[src/rtl/mem_arbiter.sv]
// mem_arbiter: shares the bus adapter's single command port between the IFU and the LSU.
// One transaction in flight at a time; LSU has priority, a starved IFU fetch wins after MAX_WAIT losses.
module mem_arbiter #(
  parameter int MAX_WAIT = 4,
  parameter int CNT_W    = 4
) (
  input  logic        clk,
  input  logic        reset_n,
  input  logic        i_ifu_read,
  input  logic [63:0] i_ifu_address,
  output logic [31:0] o_ifu_readdata,
  output logic        o_ifu_done,
  input  logic        i_lsu_read,
  input  logic        i_lsu_write,
  input  logic [63:0] i_lsu_address,
  input  logic [1:0]  i_lsu_datasize,
  input  logic [63:0] i_lsu_writedata,
  output logic [63:0] o_lsu_readdata,
  output logic        o_lsu_done,
  output logic [63:0] o_mem_address,
  output logic [1:0]  o_mem_datasize,
  output logic        o_mem_read,
  output logic        o_mem_write,
  output logic [63:0] o_mem_writedata,
  input  logic [63:0] i_mem_readdata,
  input  logic        i_mem_done,
  output logic        o_owner,
  output logic        o_busy
);
  typedef enum logic [0:0] {ST_IDLE = 1'b0, ST_BUSY = 1'b1} state_t;

  localparam logic [CNT_W-1:0] MAX_WAIT_C = CNT_W'(MAX_WAIT);
  localparam logic [CNT_W-1:0] CNT_SAT    = {CNT_W{1'b1}};

  state_t           r_state;
  state_t           w_next_state;
  logic             w_pend_i;
  logic             w_pend_l;
  logic             w_ifu_wins;
  logic             w_grant;
  logic             w_complete;
  logic [CNT_W-1:0] r_wait_cnt;
  logic [63:0]      r_mem_address;
  logic [1:0]       r_mem_datasize;
  logic             r_mem_read;
  logic             r_mem_write;
  logic [63:0]      r_mem_writedata;
  logic             r_owner;
  logic             r_busy;

  assign w_pend_i   = i_ifu_read;
  assign w_pend_l   = i_lsu_read | i_lsu_write;
  assign w_ifu_wins = w_pend_i & (~w_pend_l | (r_wait_cnt >= MAX_WAIT_C));

  // State register
  always_ff @(posedge clk or negedge reset_n) begin
    if (!reset_n) begin
      r_state <= ST_IDLE;
    end else begin
      r_state <= w_next_state;
    end
  end

  // Next-state, grant/complete strobes and owner-steered done pulses
  always_comb begin
    w_next_state = r_state;
    w_grant      = 1'b0;
    w_complete   = 1'b0;
    o_ifu_done   = 1'b0;
    o_lsu_done   = 1'b0;
    case (r_state)
      ST_IDLE: begin
        if (w_pend_i | w_pend_l) begin
          w_grant      = 1'b1;
          w_next_state = ST_BUSY;
        end else begin
          w_next_state = ST_IDLE;
        end
      end
      ST_BUSY: begin
        if (i_mem_done) begin
          w_complete   = 1'b1;
          w_next_state = ST_IDLE;
          o_ifu_done   = ~r_owner;
          o_lsu_done   = r_owner;
        end else begin
          w_next_state = ST_BUSY;
        end
      end
      default: begin
        w_next_state = ST_IDLE;
      end
    endcase
  end

  assign o_ifu_readdata = o_ifu_done ? i_mem_readdata[31:0] : 32'd0;
  assign o_lsu_readdata = o_lsu_done ? i_mem_readdata : 64'd0;

  // Command registers: latched at the grant edge, strobes dropped at the completion edge
  always_ff @(posedge clk or negedge reset_n) begin
    if (!reset_n) begin
      r_mem_address   <= 64'd0;
      r_mem_datasize  <= 2'd0;
      r_mem_read      <= 1'b0;
      r_mem_write     <= 1'b0;
      r_mem_writedata <= 64'd0;
      r_owner         <= 1'b0;
      r_busy          <= 1'b0;
    end else if (w_grant) begin
      r_busy <= 1'b1;
      if (w_ifu_wins) begin
        r_mem_address   <= {i_ifu_address[63:2], 2'b00};
        r_mem_datasize  <= 2'd2;
        r_mem_read      <= 1'b1;
        r_mem_write     <= 1'b0;
        r_mem_writedata <= 64'd0;
        r_owner         <= 1'b0;
      end else begin
        // A simultaneous read and write request is served as a read
        r_mem_address   <= i_lsu_address;
        r_mem_datasize  <= i_lsu_datasize;
        r_mem_read      <= i_lsu_read;
        r_mem_write     <= i_lsu_write & ~i_lsu_read;
        r_mem_writedata <= i_lsu_writedata;
        r_owner         <= 1'b1;
      end
    end else if (w_complete) begin
      r_mem_read  <= 1'b0;
      r_mem_write <= 1'b0;
      r_busy      <= 1'b0;
    end
  end

  // IFU starvation counter, only updated at grant edges
  always_ff @(posedge clk or negedge reset_n) begin
    if (!reset_n) begin
      r_wait_cnt <= {CNT_W{1'b0}};
    end else if (w_grant) begin
      if (w_ifu_wins) begin
        r_wait_cnt <= {CNT_W{1'b0}};
      end else if (w_pend_i && (r_wait_cnt != CNT_SAT)) begin
        r_wait_cnt <= r_wait_cnt + CNT_W'(1);
      end
    end
  end

  assign o_mem_address   = r_mem_address;
  assign o_mem_datasize  = r_mem_datasize;
  assign o_mem_read      = r_mem_read;
  assign o_mem_write     = r_mem_write;
  assign o_mem_writedata = r_mem_writedata;
  assign o_owner         = r_owner;
  assign o_busy          = r_busy;
endmodule

[config.mk]
export PLATFORM = sky130hd
export DESIGN_NAME = mem_arbiter
export DESIGN_NICKNAME = d
export VERILOG_FILES = /design/src/rtl/mem_arbiter.sv
export SDC_FILE = /design/constraint.sdc
export NUM_CORES = 1
export LEC_CHECK = 0
export ABC_CLOCK_PERIOD_IN_PS = 1700
export BUFFER_PORTS_ARGS = -buffer_cell sky130_fd_sc_hd__buf_4
export CORE_AREA = 4 4 189 191
export CTS_BUF_LIST = sky130_fd_sc_hd__clkbuf_4 sky130_fd_sc_hd__clkbuf_8
export DETAILED_ROUTE_END_ITERATION = 16
export DIE_AREA = 0 0 193 195
export HOLD_SLACK_MARGIN = 0.15
export PLACE_DENSITY = 0.42
export SLEW_MARGIN = 20
export SYNTH_ARGS = -nofsm -noshare
export SYNTH_HDL_FRONTEND = slang
export SYNTH_SLANG_ARGS = --single-unit
export TNS_END_PERCENT = 20
[constraint.sdc]
create_clock -name clk -period 1.7 [get_ports clk]
set_input_delay 0.34 -clock clk [delete_from_list [all_inputs] [get_ports clk]]
set_output_delay 0.34 -clock clk [all_outputs]
set_load 0.01 [all_outputs]
* Word-level counts from Yosys, hierarchy flattened
Index checks and enable logic that the tools add are counted.
** Storage, ports and cells
- Logic and storage cells :: 49
- Output and inout bits :: 232
- Input bits :: 264
- Bits in registers :: 139
** Cells by class
- Reductions and logical operators :: 4
- Equality and inequality tests :: 1
- Mux-type cells :: 24
- Add/sub/neg operators :: 1
- Order comparisons :: 1
- Bitwise gates (word level) :: 9
** Operator list (count)
- 64-bit 2-to-1 mux :: 3
- 32-bit 2-to-1 mux :: 1
- 1-bit 2-to-1 mux :: 16
- 4-bit 2-to-1 mux :: 2
- 4-bit by 1-bit adder with 4-bit output, second input constant :: 1
- 4-bit by 3-bit >= comparator with 1-bit output, second input constant :: 1
- 4-bit inequality test, second input constant :: 1
- 1-bit NOT :: 4
- 2-bit nonzero test :: 2
- 1-bit OR :: 3
- 1-bit AND :: 2
- 2-bit 2-to-1 mux :: 1
- 1-bit case mux with 2 select lines :: 1
- 2-bit AND reduction :: 1
- 1-bit logical AND :: 1

* Depth between registers and ports, before layout
- Depth after elaboration :: 6
- Gate-level depth with buffers :: 7

* Least setup slack after synthesis
No wires, ideal clock.
- Path type :: reg-to-output
- Start :: register r_state
- End :: output o_lsu_readdata[10]
- Required time :: 1.360 ns
- Cell stages (with the launch flop) :: 6
- Arrival time :: 1.253 ns
- Buffers on the path :: 3
- Setup slack :: 0.107 ns
- Cell sequence :: dfrtp_1 buf_2 and3_1 clkbuf_1 clkbuf_1 and2_1
** On the way
- Cells in the longest elaborated chain, start to end :: 2
** Ends and longest elaborated chain
- start, declared :: RTL line 35 : state_t r_state;
- start signal, assigned :: RTL line 60 : r_state <= w_next_state;
- 1-bit 2-to-1 mux :: RTL line 71 : case (r_state)
- 64-bit 2-to-1 mux :: RTL line 97 : assign o_lsu_readdata = o_lsu_done ? i_mem_readdata : 64'd0;
- end, declared :: RTL line 18 : output logic [63:0] o_lsu_readdata,
No other way between the ends.

* Worst setup path after layout
- Start :: register r_owner (netlist: o_owner)
- End :: output o_lsu_readdata[42]
** On the way
- Cells in the longest elaborated chain, start to end :: 3
** Ends and longest elaborated chain
- start, declared :: RTL line 48 : logic r_owner;
- start signal, assigned :: RTL line 107 : r_owner <= 1'b0;
- start signal, assigned :: RTL line 117 : r_owner <= 1'b0;
- start signal, assigned :: RTL line 125 : r_owner <= 1'b1;
- 1-bit 2-to-1 mux :: RTL line 81 : if (i_mem_done) begin
- 1-bit 2-to-1 mux :: RTL line 71
- 64-bit 2-to-1 mux :: RTL line 97
No other way between the ends.

==> key figures <==
Status
  • Status: finished with violations
  • Violated checks: negative setup slack

Finish
  • Proportion of layout cells with a drive suffix above 1: 48.2%
  • Most frequent standard cell in the layout excluding fill and tap cells: buf_4
  • Signed area change from the synthesized netlist to the final layout: 108%
  • Reg area: 0.00348 mm^2
  • Most frequent cells in the layout: buf_4, dlygate4sd3_1, dfrtp_1, a21oi_1, nand2_1
  • Combined area of the multi-input logic cells: 0.00264 mm^2
  • # nets final: 1556
  • Number of inserted diodes: 0
  • Count of filler cells inserted in the layout: 3460

STA
  • Sum of negative setup slack: -22820 ps
  • Worst Skew: 26.6 ps
  • Number of max-slew violations in the final report: 0
  • Setup violators final: 98
  • Highest achievable clock rate: 494 MHz
  • RSZ-0062 raised after global routing: yes
  • Final worst hold slack: 196 ps
  • Min cycle time layout: 2030 ps
  • Post-route fraction of the period consumed by the critical path: 119%
  • Least-Margin Pin Slew: 374 ps
  • Count of final hold-check violations: 0
  • Relative slew slack: 75.1%
  • Worst Slack Setup Final: -325 ps

Detailed routing
  • Total DRC errors in the routed layout: 0
  • Ratio of routed vias to standard cells: 4.10
  • Drt first-iter violations: 209
  • Drt total wl: 31.3 mm
  • Mean routed wirelength per cell: 17.8 um
  • Vias: 7211
  • Pre-Repair DR Iteration Count: 4
  • Remaining number of nets flagged by the antenna check after routing: 0

CTS
  • Number of sinks on the clock net: 139
  • Worst skew pair latency: 450 ps
  • Clock Pin Slew Worst Setup and Hold Paths: 110 ps
  • Clock buffer count from CTS: 17
  • Root Buffer: clkbuf_8
  • Number of H-tree branching levels: 4
  • Clock buffer depth: 2
  • TritonCTS clock tree: done

Worst hold path
  • WHS Path Cells: 3
  • Tightest Hold Check Type: in2reg

Pwr
  • Switching power: 3.99 mW
  • Leakage power: 6.49 nW
  • Sw Ratio: 34.4%
  • Part of the power in combinational logic: 37.4%
  • Cell internal pwr: 7.60 mW
  • Power consumption: 11.6 mW
  • Power per unit of standard cell area: 888 mW/mm^2
  • VDD IR-drop max: 0.477 mV
  • Clock group share of total power: 25.2%
  • Sequential group share of total power: 37.4%

Logic synthesis
  • Most frequently used flop master after synthesis: dfrtp_1
  • Synthesized flop and latch total: 139
  • Cell area after synthesis: 0.00628 mm^2
  • Synth unique cells: 25
  • Warnings from Yosys: 0
  • Post-synth EDFFs: 0
  • Cell count after synthesis: 641
  • Average size of a mapped cell: 9.79 um^2
  • Share of synthesized area occupied by flip-flops and latches: 55.4%
  • Synthesized netlist net count: 906
  • Async set-or-reset flop fraction in the synthesized netlist: 100%

Floorplan
  • # rows: 68
  • Area of the core: 0.0341 mm^2
  • Die outline width: 193 um
  • Floorplan die height: 195 um
  • Initial standard-cell utilization of the core: 18.4%
  • Die area: 0.0376 mm^2
  • Top Ports: 496

Global routing
  • Largest net degree at the start of global routing: 68
  • Wire length of the first global-routing pass: 45.8 mm
  • Global-route usage over all layers: 15.5%
  • Total congestion overflow: 0
  • Via count of the first global-routing pass: 7658
  • Initial antenna violation count: 0

Critical path
  • Startpoint class of the critical path: register
  • Register-to-register path setup slack: 130 ps
  • Maximum fanout along the worst path: 13
  • Worst Setup Path Type: reg2out
  • Data required time at the worst endpoint: 1360 ps
  • Worst Reg-to-Reg Cells: 5
  • CP Data Arrival Time: 1690 ps
  • Type of destination of the critical path: output pin

Place
  • Gpl congestion: 0.775
  • DPL Wire Length: 22.5 mm
  • IO buf count: 493

Flow run
  • Max Cap Violations: 0
[cells by family after synthesis]
family                     synth area share [%]
buffers and inverters                      4.96
and+or+nand+nor                            18.8
AOI/OAI and AO/OA                          20.6
DFF                                        55.4
adders and majority gates                 0.199
[sequential cells by signal, indices dropped and copies added, names as in the netlist]
register         count
r_state              1
r_wait_cnt           4
o_mem_address       64
o_busy               1
o_mem_datasize       2
o_owner              1
o_mem_write          1
o_mem_read           1
o_mem_writedata     64
[path summary, 6_finish.rpt]
path                                       to               from
min                         o_mem_address[44]  i_ifu_address[44]
max reg2reg                       o_mem_write      r_wait_cnt[2]
max in group asynchronous   o_mem_address[49]            reset_n
max                        o_lsu_readdata[42]            o_owner
min reg2reg                     r_wait_cnt[1]      r_wait_cnt[1]
min in group asynchronous   o_mem_address[38]            reset_n
[power by group through the flow]
stage / registers (mW) / clock network [mW] / logic [mW]
3_5_place_dp: 4.38 / 0 / 3.87
4_1_cts: 4.34 / 3.07 / 4.25
3_3_place_gp: 4.39 / 0 / 3.86
6_report: 4.34 / 2.92 / 4.33
2_1_floorplan: 4.63 / 0 / 1.26
5_1_grt: 4.42 / 3.20 / 4.68
[critical path, cell delays in order, from the launching register on]
cell and delay, ps:
dfrtp_1 430, and3_4 210, buf_12 150, buf_6 130, and2_1 150, buf_4 140
[area by class of cell]
class	count	share of cell area, %
Timing Repair Buffer	684	45.6
Clock inverter	15	1.32
Inverter	2	0.0575
Multi-Input combinational cell	447	20.2
Tap cell	455	4.36
Clock buffer	17	1.79
Sequential cell	139	26.6
[synth_stat cells, types with 3 or more instances]
library cell	instances	share of area [%]
a21oi_1	127	10
nor2_1	67	4.0
clkbuf_1	21	1.3
o21ai_0	3	0.24
nor3_1	3	0.24
buf_6	10	1.8
buf_2	21	1.7
a22o_1	67	9.4
and2_1	97	9.7
dfrtp_1	139	55
nand2_1	69	4.1
a21o_1	4	0.48
[per-stage QoR]
| step | setup WS (ps) | instance area (um^2) | util [%] | std cells |
|---|---|---|---|---|
| 2_1_floorplan | 107 | 6280 | - | 641 |
| 4_1_cts | -358 | 12700 | 37.4 | 1752 |
| 6_report | -325 | 13100 | 38.3 | 1759 |
| 3_5_place_dp | -22.9 | 10700 | 31.3 | 1570 |
| 5_1_grt | -418 | 13100 | 38.3 | 1759 |
| 3_3_place_gp | -12.3 | 10700 | 31.3 | 1570 |
[timing repair]
item                                   CTS  global route
setup buffers                            1             4
hold buffers                           147             1
setup endpoints to repair               98            99
endpoints found under the hold margin  269             1
gates cloned                             2             2
gates resized for setup                 37            76
pin swaps                                3            30
[per-layer routing]
metal  up-vias  part of all wire (%)  track usage, %
li1       3476                     -               -
met1      3446                    45            20.7
met2       264                    47            25.6
met3        25                   6.7            3.93
met4         0                   1.2            3.30
met5         -                     0               0
Note: power is estimated with default switching activity, not from simulation.
